--- src/rtl/keypad_entry_tracker_pkg.sv ---
// Shared sizing and types for the keypad entry tracker: digit count, length code width
// and the overflow code.
package keypad_pkg;
  localparam int MAX_DIGITS   = 6;
  localparam int LEN_W        = 3;
  localparam int LEN_OVERFLOW = MAX_DIGITS + 1;

  typedef logic [LEN_W-1:0] len_t;
endpackage

--- src/rtl/keypad_entry_tracker_if.sv ---
// Keypad-side inputs and progress/chip-select outputs of the entry tracker.
// The controller/front end uses master; the tracker uses slave.
interface keypad_entry_tracker_if;
  import keypad_pkg::*;

  logic                  is_pressed;
  logic                  is_star_pressed;
  logic                  clear;
  logic                  cs_en;
  len_t                  input_length;
  logic [MAX_DIGITS-1:0] input_cs;
  logic [MAX_DIGITS-1:0] password_led;

  modport master (
    output is_pressed, is_star_pressed, clear, cs_en,
    input  input_length, input_cs, password_led
  );

  modport slave (
    input  is_pressed, is_star_pressed, clear, cs_en,
    output input_length, input_cs, password_led
  );
endinterface

--- src/rtl/keypad_entry_tracker_rise_detect.sv ---
// Rising-edge detector: a history flop plus AND. The history resets to 1 so a level
// already high when reset releases does not produce an edge.
module rise_detect (
  input  logic clk,
  input  logic reset,
  input  logic level,
  output logic rise
);
  logic hist_p0;

  always_ff @(posedge clk or posedge reset) begin
    if (reset) hist_p0 <= 1'b1;
    else       hist_p0 <= level;
  end

  assign rise = level & ~hist_p0;
endmodule

--- src/rtl/keypad_entry_tracker.sv ---
// Keypad digit length counter with one-hot cell chip-selects and thermometer progress LEDs.
// Optional macro KEYPAD_OVERFLOW_BLINK_EN blinks all LEDs while the entry has overflowed.
module keypad_entry_tracker
  import keypad_pkg::*;
#(
  parameter int BLINK_DIV = 24
) (
  input  logic                  clk,
  input  logic                  reset,
  keypad_entry_tracker_if.slave bus
);
  localparam len_t LEN_MAX = len_t'(MAX_DIGITS);
  localparam len_t LEN_OVF = len_t'(LEN_OVERFLOW);

  if (BLINK_DIV < 1 || (2 ** LEN_W) < MAX_DIGITS + 2) begin : g_param_check
    $error("keypad_entry_tracker: BLINK_DIV must be >= 1 and 2**LEN_W >= MAX_DIGITS+2");
  end

  logic press;
  len_t len_p0;

  rise_detect u_rise_detect (
    .clk   (clk),
    .reset (reset),
    .level (bus.is_pressed),
    .rise  (press)
  );

  // Clear beats star beats press; the count saturates at the overflow code.
  always_ff @(posedge clk or posedge reset) begin
    if (reset) begin
      len_p0 <= '0;
    end else if (bus.clear) begin
      len_p0 <= '0;
    end else if (!bus.is_star_pressed && press && (len_p0 != LEN_OVF)) begin
      len_p0 <= len_p0 + len_t'(1);
    end
  end

`ifdef KEYPAD_OVERFLOW_BLINK_EN
  logic [BLINK_DIV-1:0] presc_p0;
  logic                 blink_p0;

  always_ff @(posedge clk or posedge reset) begin
    if (reset) begin
      presc_p0 <= '0;
      blink_p0 <= 1'b0;
    end else begin
      presc_p0 <= presc_p0 + BLINK_DIV'(1);
      if (&presc_p0) blink_p0 <= ~blink_p0;
    end
  end
`endif

  // Output decodes depend only on registered state (and the cs_en gate).
  always_comb begin
    bus.input_cs     = '0;
    bus.password_led = '0;
    for (int i = 0; i < MAX_DIGITS; i++) begin
      bus.input_cs[i]     = bus.cs_en && (len_p0 == len_t'(i));
      bus.password_led[i] = (len_p0 > len_t'(i));
    end
`ifdef KEYPAD_OVERFLOW_BLINK_EN
    if (len_p0 == LEN_OVF) bus.password_led = {MAX_DIGITS{blink_p0}};
`endif
  end

  assign bus.input_length = len_p0;

  logic unused_max;
  assign unused_max = (len_p0 == LEN_MAX);
endmodule

--- src/flat_wrapper.sv ---
// flat-port wrapper written by rule: the top's interface ports become plain ports
module keypad_entry_tracker_flat import keypad_pkg::*;
#(
  parameter int BLINK_DIV = 24
)
  (clk, reset, bus_is_pressed, bus_is_star_pressed, bus_clear, bus_cs_en, bus_input_length, bus_input_cs, bus_password_led);
  keypad_entry_tracker_if bus_i ();
  input  logic clk;
  input  logic reset;
  input wire logic [$bits(bus_i.is_pressed)-1:0] bus_is_pressed;
  input wire logic [$bits(bus_i.is_star_pressed)-1:0] bus_is_star_pressed;
  input wire logic [$bits(bus_i.clear)-1:0] bus_clear;
  input wire logic [$bits(bus_i.cs_en)-1:0] bus_cs_en;
  output wire logic [$bits(bus_i.input_length)-1:0] bus_input_length;
  output wire logic [$bits(bus_i.input_cs)-1:0] bus_input_cs;
  output wire logic [$bits(bus_i.password_led)-1:0] bus_password_led;
  assign bus_i.is_pressed = bus_is_pressed;
  assign bus_i.is_star_pressed = bus_is_star_pressed;
  assign bus_i.clear = bus_clear;
  assign bus_i.cs_en = bus_cs_en;
  assign bus_input_length = bus_i.input_length;
  assign bus_input_cs = bus_i.input_cs;
  assign bus_password_led = bus_i.password_led;
  keypad_entry_tracker #(.BLINK_DIV(BLINK_DIV)) u_core (.clk(clk), .reset(reset), .bus(bus_i));
endmodule
--- config.mk ---
export PLATFORM = sky130hd
export DESIGN_NAME = keypad_entry_tracker_flat
export DESIGN_NICKNAME = d
export VERILOG_FILES = /design/src/rtl/keypad_entry_tracker_pkg.sv /design/src/rtl/keypad_entry_tracker_if.sv /design/src/rtl/keypad_entry_tracker_rise_detect.sv /design/src/rtl/keypad_entry_tracker.sv /design/src/flat_wrapper.sv
export SDC_FILE = /design/constraint.sdc
export NUM_CORES = 1
export LEC_CHECK = 0
export BUFFER_PORTS_ARGS = -buffer_cell sky130_fd_sc_hd__buf_2
export CAP_MARGIN = 20
export CORE_AREA = 5 5 42 44
export DETAILED_ROUTE_END_ITERATION = 7
export DIE_AREA = 0 0 47 49
export SYNTH_ARGS = -nofsm -noshare
export SYNTH_HDL_FRONTEND = slang
export SYNTH_SLANG_ARGS = --single-unit
--- constraint.sdc ---
create_clock -name clk -period 1.55 [get_ports clk]
set_input_delay 0.155 -clock clk [delete_from_list [all_inputs] [get_ports clk]]
set_output_delay 0.155 -clock clk [all_outputs]
set_load 0.05 [all_outputs]
==> flow_summary_export.csv, run 1 <==
group,metric,value,unit
outcome,status,"complete, no violations",
setup_path,crit_chain,"buf_4 > inv_4 > ha_2 > and3_1 > buf_6",
setup_path,slowest_stage,"dfrtp_2",
global_route,grt_pass1_vias,392,
detailed_routing,ant_nets,0,
power_and_ir_drop,powerDensity,511,nW/um^2
clock_tree,clk_pin_slew,40,ps
detailed_routing,wl,972,um
global_route,antenna_found_initial,0,
synthesis,synth_largest_area_cell,"dfrtp_1",
synthesis,synth_most_common_cell,"ha_1",
setup_path,path_depth,5,
synthesis,synthFlopType,"dfrtp_1",
setup_path,r2r_start,"u_core.bus.input_length[1]",
flow_run,cap_violations,0,
setup_path,rrSetupSlack,20,ps
die,fp.dieArea,2300,um^2
finish,drive_gt1_share,73.1,%
setup_path,path_class,"register to output pin",
power_and_ir_drop,cellLeakagePower,0.347,nW
clock_tree,clock-sinks,4,
timing,finalHoldViolCount,0,
die,die_w,47,um
detailed_routing,firstDrtPassIters,4,
synthesis,syn_inst,35,
global_route,grt_pass1_wl,1690,um
die,io_pins,21,
synthesis,ys_warn_count,0,
timing,relSlewSlack,78.0,%
synthesis,ys_top_cells_by_count,"ha_1 (5), and3_1 (4), inv_1 (4), nor2_1 (4)",
place,dpl.hpwl,767,um
clock_tree,clk_latency,240,ps
synthesis,synth_area_leaders,"dfrtp_1 (22%), ha_1 (19%), dfstp_2 (7.8%)",
setup_path,worstSetupEndpoint,"bus_input_cs[1]",
global_route,groute.usage.overall,10.6,%
worst_hold_path,min_path_type,"primary input to register",
finish,n_fill_cell,145,
clock_tree,clk_path_buf_depth,2,
setup_path,worstSetupStartpointType,"register",
setup_path,cp_slowest_stage_delay,420,ps
timing,setup_viol,0,
die,start_util,24.0,%
clock_tree,cts_tree,"done",
detailed_routing,drc,0,
setup_path,path_buf_inv,3,
setup_path,crit_path_end_kind,"output pin",
setup_path,r2r_end,"u_core.bus.input_length[0]",
timing,worst_pin_slew,329,ps
power_and_ir_drop,peakVddDrop,0.000270,V
place,globalplace.congestion,0.837,
setup_path,crit_family,"flip-flops",
setup_path,required,1390,ps
timing,max_freq,651,MHz
place,portBuffers,20,
timing,fin_crit,1540,ps
clock_tree,cts_made_buffers,3,
clock_tree,cts-root-buf,"clkbuf_4",
clock_tree,htreeDepth,1,
timing,min_period_over_period,99.1,%
synthesis,yosys.area.top_type_share,22.3,%
worst_hold_path,whs_path_depth,1,
finish,syn2layout_area_growth,98.5,%
synthesis,syn_area_per_cell,9.62,um^2
detailed_routing,vias,343,
finish,layout.nets,79,
global_route,grt_max_degree,8,
synthesis,ys_ff_latch,4,
finish,diodes,0,
detailed_routing,post_drt_wl_per_cell,11.7,um
die,dieHeight,49,um
synthesis,synth_cell_types,15,
finish,fin_util,47.7,%
timing,clock_skew,9.90,ps
timing,rsz0062_at_grt,"true",
synthesis,syn_area,337,um^2
setup_path,r2r_cells,4,
setup_path,cp-startpoint,"u_core.bus.input_length[1]",
synthesis,ys_async_sr_fraction,100,%
synthesis,seq_area_frac_synth,30.1,%
timing,slew_viol_final,0,
global_route,grt.overflow.total,0,
synthesis,synth_nets,46,
detailed_routing,vias_per_cell,4.13,
die,core,1400,um^2
detailed_routing,drtIter0Drc,4,
setup_path,path_max_fanout,5,
power_and_ir_drop,p_total,0.341,mW
synthesis,synth-edff-count,0,
die,rows,14,
setup_path,arrival,1380,ps
cell type report:
cell class	count	area (um^2)	area share, %
multi-input combinational	27	289	43.3
timing repair buffer	28	210	31.5
sequential	4	105	15.7
clock buffer	4	26.3	3.93
tap	16	20.0	3.00
inverter	4	17.5	2.62
where the power goes:
group,switching (mW),internal [mW]
Combinational,0.0506,0.0345
Sequential,0.00361,0.109
Clock,0.0463,0.0968
Total,0.100,0.241
worst reg2reg max path: stages (launching register included):
cell and delay (ps):
dfrtp_2 420, ha_4 170, ha_4 150, nor4b_4 320
mux2_4 340
cell families (layout without fill, tap and decap cells):
logic type | count (synthesis) | count (layout) | synth area share, %
buf+inv | 4 | 36 | 4.46
fa+ha+maj | 5 | 5 | 18.6
mux | 3 | 3 | 9.67
compound gates | 1 | 1 | 2.23
simple gates | 18 | 18 | 34.9
flops | 4 | 4 | 30.1
worst min path at each step:
stage                    from                      endpoint  slack (ps)
2_1_floorplan           reset    u_core.bus.input_length[0]         -80
3_3_place_gp            reset    u_core.bus.input_length[0]          40
3_5_place_dp            reset    u_core.bus.input_length[0]          40
4_1_cts        bus_is_pressed  u_core.u_rise_detect.hist_p0          30
5_1_grt        bus_is_pressed  u_core.u_rise_detect.hist_p0          10
6_report       bus_is_pressed  u_core.u_rise_detect.hist_p0          40
placed cells by master (no fill, tap or decap):
cell	netlist	final
buf_2	0	13
buf_4	0	7
buf_6	0	6
and3_1	4	3
ha_4	0	3
clkbuf_4	0	3
dfrtp_2	0	3
nor2b_1	3	2
nor2_1	4	2
mux2_4	0	2
inv_1	4	2
nor2_2	0	2
nand2_1	2	2
nand2b_1	2	2
ha_2	0	2
nor4b_4	1	1
inv_4	0	1
inv_2	0	1
a21o_1	1	1
nor2b_4	0	1
and4_1	1	1
and2_2	0	1
and3_4	0	1
mux2i_1	1	1
clkbuf_1	0	1
dlygate4sd3_1	0	1
buf_8	0	1
dfstp_2	1	1
state kept, by name, indices dropped and copies added, names as in the netlist:
name and count:
u_core.bus.input_length 3, u_core.u_rise_detect.hist_p0 1
routing by layer:
layer  vias to the layer above  GRT usage [%]  part of all wire (%)
li1                        181              -                     -
met1                       147           13.1                    43
met2                        15           14.7                    51
met3                         0           2.95                   6.4
met4                         0           8.29                     0
met5                         -              0                     0
per-stage QoR:
stage	area [um^2]	hold slack, ps	setup slack (ps)	cells	setup TNS (ps)
after global placement	544	36.1	23.1	76	0
after detailed placement	544	37.1	-19.8	76	-29.5
final	668	36.5	14.3	83	0
after floorplan	387	-79.5	-141	35	-313
after global routing	668	11.1	-41.2	83	-226
after CTS	632	26.7	3.55	81	0
repair_timing:
action / CTS / global route
cloned: 0 / 0
endpoints found under the hold margin: 4 / 0
pin swaps: 2 / 0
gates resized for setup: 17 / 6
hold buffers: 1 / 0
endpoints found under the setup margin: 11 / 10
setup buffers: 0 / 2
No activity file was read; power rests on OpenSTA's default activity.
==> run 2: changes to the inputs <==
- SETUP_SLACK_MARGIN: default -> 0.5
- clock period: 1.55 -> 1.6 ns (I/O delays scaled with it)
==> flow_summary_export.csv, run 2 (same netlist as run 1, synthesis figures left out) <==
group,metric,value,unit
outcome,status,"complete, no violations",
timing,finalHoldViolCount,0,
worst_hold_path,min_path_type,"primary input to register",
power_and_ir_drop,peakVddDrop,0.000334,V
die,fp.dieArea,2300,um^2
worst_hold_path,whs_path_depth,1,
setup_path,r2r_end,"u_core.bus.input_length[1]",
worst_hold_path,hold_end,"u_core.u_rise_detect.hist_p0",
clock_tree,cts_tree,"done",
die,start_util,24.0,%
clock_tree,clk_path_buf_depth,2,
timing,slew_viol_final,0,
setup_path,path_max_fanout,3,
clock_tree,cts-root-buf,"clkbuf_4",
detailed_routing,post_drt_wl_per_cell,13.4,um
global_route,grt.overflow.total,0,
finish,final_cells,93,
detailed_routing,drtIter0Drc,2,
timing,min_period_over_period,97.3,%
timing,max_freq,642,MHz
setup_path,required,1760,ps
setup_path,r2r_cells,5,
setup_path,rrSetupSlack,40,ps
finish,fin_util,67.9,%
setup_path,path_class,"register to register",
detailed_routing,ant_nets,0,
place,placed_cell_area,599,um^2
die,io_pins,21,
flow_run,cap_violations,0,
clock_tree,htreeDepth,1,
timing,relSlewSlack,75.8,%
timing,rsz0062_at_grt,"true",
timing,setup_viol,0,
place,dpl.hpwl,753,um
global_route,grt_pass1_vias,459,
setup_path,crit_path_end_kind,"register",
place,dp_worst_setup_slack,48.5,ps
finish,syn2layout_area_growth,183,%
setup_path,crit_chain,"ha_4 > ha_4 > nor4b_4 > buf_4 > mux2i_1",
finish,layout.nets,89,
global_route,grt_pass1_wl,2130,um
global_route,grt_max_degree,8,
finish,postLayoutCellArea,952,um^2
place,globalplace.congestion,0.752,
finish,layout_commonest_cell,"buf_6",
detailed_routing,firstDrtPassIters,4,
finish,final_cell_mix,"buf_6 (14), buf_8 (13), buf_2 (5), buf_4 (5)",
finish,diodes,0,
finish,largest_reg_flops,3,
place,portBuffers,20,
power_and_ir_drop,cellLeakagePower,0.429,nW
setup_path,crit_family,"flip-flops",
finish,drive_gt1_share,87.0,%
timing,timing.final.ws_setup,42.9,ps
clock_tree,cts_made_buffers,3,
global_route,groute.usage.overall,13.4,%
power_and_ir_drop,powerDensity,397,nW/um^2
die,die_w,47,um
worst_hold_path,min_from,"bus_is_pressed",
clock_tree,clk_pin_slew,40,ps
global_route,antenna_found_initial,0,
place,dp_cells,77,
timing,worst_pin_slew,361,ps
finish,n_fill_cell,107,
die,core,1400,um^2
detailed_routing,vias_per_cell,4.43,
setup_path,cp_slowest_stage_delay,420,ps
timing,clock_skew,0.136,ps
detailed_routing,wl,1250,um
setup_path,worstSetupStartpointType,"register",
die,rows,14,
setup_path,cp-startpoint,"u_core.bus.input_length[1]",
die,dieHeight,49,um
setup_path,r2r_start,"u_core.bus.input_length[1]",
setup_path,crit_top_cell,"ha_4",
setup_path,arrival,1720,ps
timing,fin_crit,1560,ps
clock_tree,clock-sinks,4,
setup_path,path_depth,5,
setup_path,slowest_stage,"dfrtp_2",
detailed_routing,drc,0,
detailed_routing,vias,412,
clock_tree,clk_latency,250,ps
setup_path,path_buf_inv,1,
run 2: cell types whose count changed in the layout (fill, tap and decap cells not counted), sizes merged:
cell  previous run  this run
buf             27        37
run 2: worst max path at each step:
stage                                       endpoint
after floorplan           u_core.bus.input_length[0]
after global placement    u_core.bus.input_length[2]
after detailed placement  u_core.bus.input_length[2]
after CTS                 u_core.bus.input_length[2]
after global routing      u_core.bus.input_length[1]
final                     u_core.bus.input_length[1]
run 2: cell type report:
type / instances / area (um^2) / share of cell area, %
clock buffers: 4 / 26.3 / 2.76
inverters: 4 / 25.0 / 2.63
multi-input cells: 27 / 350 / 36.8
flip-flops and latches: 4 / 105 / 11.0
well taps: 16 / 20.0 / 2.10
repair buffers: 38 / 425 / 44.7
run 2: stage by stage:
step                      TNS, ps  hold slack (ps)  power [mW]
after CTS                       0             18.9       0.376
after global placement          0             48.5       0.189
final                           0             25.8       0.378
after floorplan              -182            -74.5       0.163
after detailed placement        0             53.6       0.190
after global routing        -16.6             22.1       0.402
run 2: routing by layer:
layer  GRT usage, %  part of all wire [%]
met1           15.6                    37
met2           21.3                    55
met3           2.58                   4.2
met4           8.29                   3.5
met5              0                     0
run 2: what timing repair did:
item | in CTS | in global routing
pin swaps | 6 | 5
hold buffers | 1 | 0
hold endpoints to repair | 3 | 0
buffers inserted | 7 | 4
resized for setup | 62 | 5
endpoints found under the setup margin | 18 | 18
run 2: where the power goes:
| group | leakage (nW) | switching, mW | internal (mW) |
|---|---|---|---|
| clock network | 0.0150 | 0.0545 | 0.0944 |
| registers | 0.0471 | 0.00319 | 0.106 |
| logic | 0.367 | 0.0602 | 0.0594 |
==> run 3: changes to the inputs <==
--- a/constraint.sdc
+++ b/constraint.sdc
@@ -3,2 +3,2 @@
 set_output_delay 0.16 -clock clk [all_outputs]
-set_load 0.05 [all_outputs]
+set_load 0.02 [all_outputs]
==> flow_summary_export.csv, run 3 (same netlist as run 1, synthesis figures left out) <==
group,metric,value,unit
global_route,grt_pass1_vias,399,
clock_tree,cts_tree,"done",
setup_path,cp-startpoint,"u_core.bus.input_length[0]",
flow_run,cap_violations,0,
die,start_util,24.0,%
finish,layout.nets,86,
die,fp.dieArea,2300,um^2
detailed_routing,vias,402,
clock_tree,htreeDepth,1,
setup_path,path_buf_inv,2,
setup_path,r2r_start,"u_core.bus.input_length[0]",
power_and_ir_drop,powerDensity,423,nW/um^2
global_route,groute.usage.overall,11.6,%
finish,drive_gt1_share,82.4,%
detailed_routing,drc,0,
setup_path,path_max_fanout,3,
place,dpl.hpwl,783,um
timing,min_period_over_period,96.9,%
detailed_routing,post_drt_wl_per_cell,15.6,um
setup_path,cp_slowest_stage_delay,420,ps
setup_path,slowest_stage,"dfrtp_2",
setup_path,rrSetupSlack,50,ps
worst_hold_path,min_path_type,"primary input to register",
setup_path,r2r_end,"u_core.bus.input_length[1]",
finish,n_fill_cell,112,
timing,slew_viol_final,0,
setup_path,crit_chain,"ha_4 > ha_4 > nor4b_4 > buf_4 > buf_4 > mux2i_1",
clock_tree,cts-root-buf,"clkbuf_4",
finish,syn2layout_area_growth,149,%
timing,timing.final.ws_setup,50.1,ps
clock_tree,clk_path_buf_depth,2,
place,dp_worst_setup_slack,7.07,ps
worst_hold_path,hold_end,"u_core.u_rise_detect.hist_p0",
detailed_routing,drtIter0Drc,6,
clock_tree,cts_made_buffers,3,
setup_path,worstSetupStartpointType,"register",
clock_tree,clk_pin_slew,50,ps
clock_tree,clock-sinks,4,
global_route,grt.overflow.total,0,
outcome,status,"complete, no violations",
die,die_w,47,um
detailed_routing,vias_per_cell,4.47,
global_route,grt_max_degree,9,
finish,final_cell_mix,"buf_6 (24), buf_2 (6), and3_4 (4), ha_4 (4), buf_4 (4)",
die,core,1400,um^2
setup_path,arrival,1690,ps
detailed_routing,firstDrtPassIters,4,
place,portBuffers,20,
detailed_routing,wl,1410,um
global_route,grt_pass1_wl,1860,um
die,rows,14,
setup_path,required,1740,ps
finish,diodes,0,
timing,fin_crit,1550,ps
power_and_ir_drop,peakVddDrop,0.000190,V
timing,rsz0062_at_grt,"true",
clock_tree,clk_latency,240,ps
finish,largest_reg_flops,3,
setup_path,path_class,"register to register",
timing,worst_pin_slew,184,ps
setup_path,crit_path_end_kind,"register",
worst_hold_path,min_from,"bus_is_pressed",
place,globalplace.congestion,0.674,
worst_hold_path,whs_path_depth,1,
finish,layout_commonest_cell,"buf_6",
detailed_routing,ant_nets,0,
timing,finalHoldViolCount,0,
timing,relSlewSlack,87.4,%
timing,max_freq,645,MHz
global_route,antenna_found_initial,0,
timing,setup_viol,0,
power_and_ir_drop,cellLeakagePower,0.399,nW
setup_path,r2r_cells,6,
die,io_pins,21,
setup_path,crit_family,"flip-flops",
timing,hold_ws,38.6,ps
die,dieHeight,49,um
timing,clock_skew,7.55,ps
[run 3: cell types whose count changed in the layout (fill, tap and decap cells not counted), sizes merged]
cell	before	now
buf	37	34
[run 3: cell type report]
type | instances | area [um^2] | area share [%]
inverter | 4 | 25.0 | 2.98
clock buffer | 4 | 26.3 | 3.13
tap | 16 | 20.0 | 2.38
timing repair buffer | 35 | 340 | 40.5
multi-input combinational | 27 | 323 | 38.5
sequential | 4 | 105 | 12.5
[run 3: per-stage QoR]
step,std cells,area (um^2),power (mW),setup TNS (ps),util [%]
6_report,90,840,0.356,0,59.9
3_5_place_dp,74,558,0.171,0,39.8
5_1_grt,90,840,0.379,0,59.9
3_3_place_gp,74,558,0.171,0,39.8
4_1_cts,85,749,0.345,0,53.5
2_1_floorplan,35,415,0.146,-15.2,-
[run 3: report_power, final]
part	switching (mW)	internal [mW]
registers	0.00314	0.106
clock network	0.0520	0.0943
logic	0.0436	0.0565
[run 3: metal layers]
layer / global-route usage, % / wire, um / vias to the layer above
li1: - / - / 194
met1: 13.4 / 508 / 196
met2: 18.8 / 840 / 10
met3: 0 / 37 / 2
met4: 9.68 / 20 / 0
met5: 0 / 0 / -
[run 3: worst max-delay path by stage]
stage / end / slack [ps] / cells past startpoint
after floorplan: u_core.bus.input_length[0] / -8 / 4
after global placement: u_core.bus.input_length[0] / 60 / 4
after detailed placement: u_core.bus.input_length[0] / 7 / 4
after CTS: u_core.bus.input_length[0] / 70 / 5
after global routing: u_core.bus.input_length[1] / 20 / 6
final: u_core.bus.input_length[1] / 50 / 6
[run 3: what timing repair did]
| item | 4_1_cts | 5_1_grt |
|---|---|---|
| pin swaps | 5 | 3 |
| resized for setup | 36 | 15 |
| setup endpoints to repair | 17 | 18 |
| buffers inserted | 6 | 5 |
| endpoints found under the hold margin | 3 | 0 |
| hold buffers | 1 | 0 |
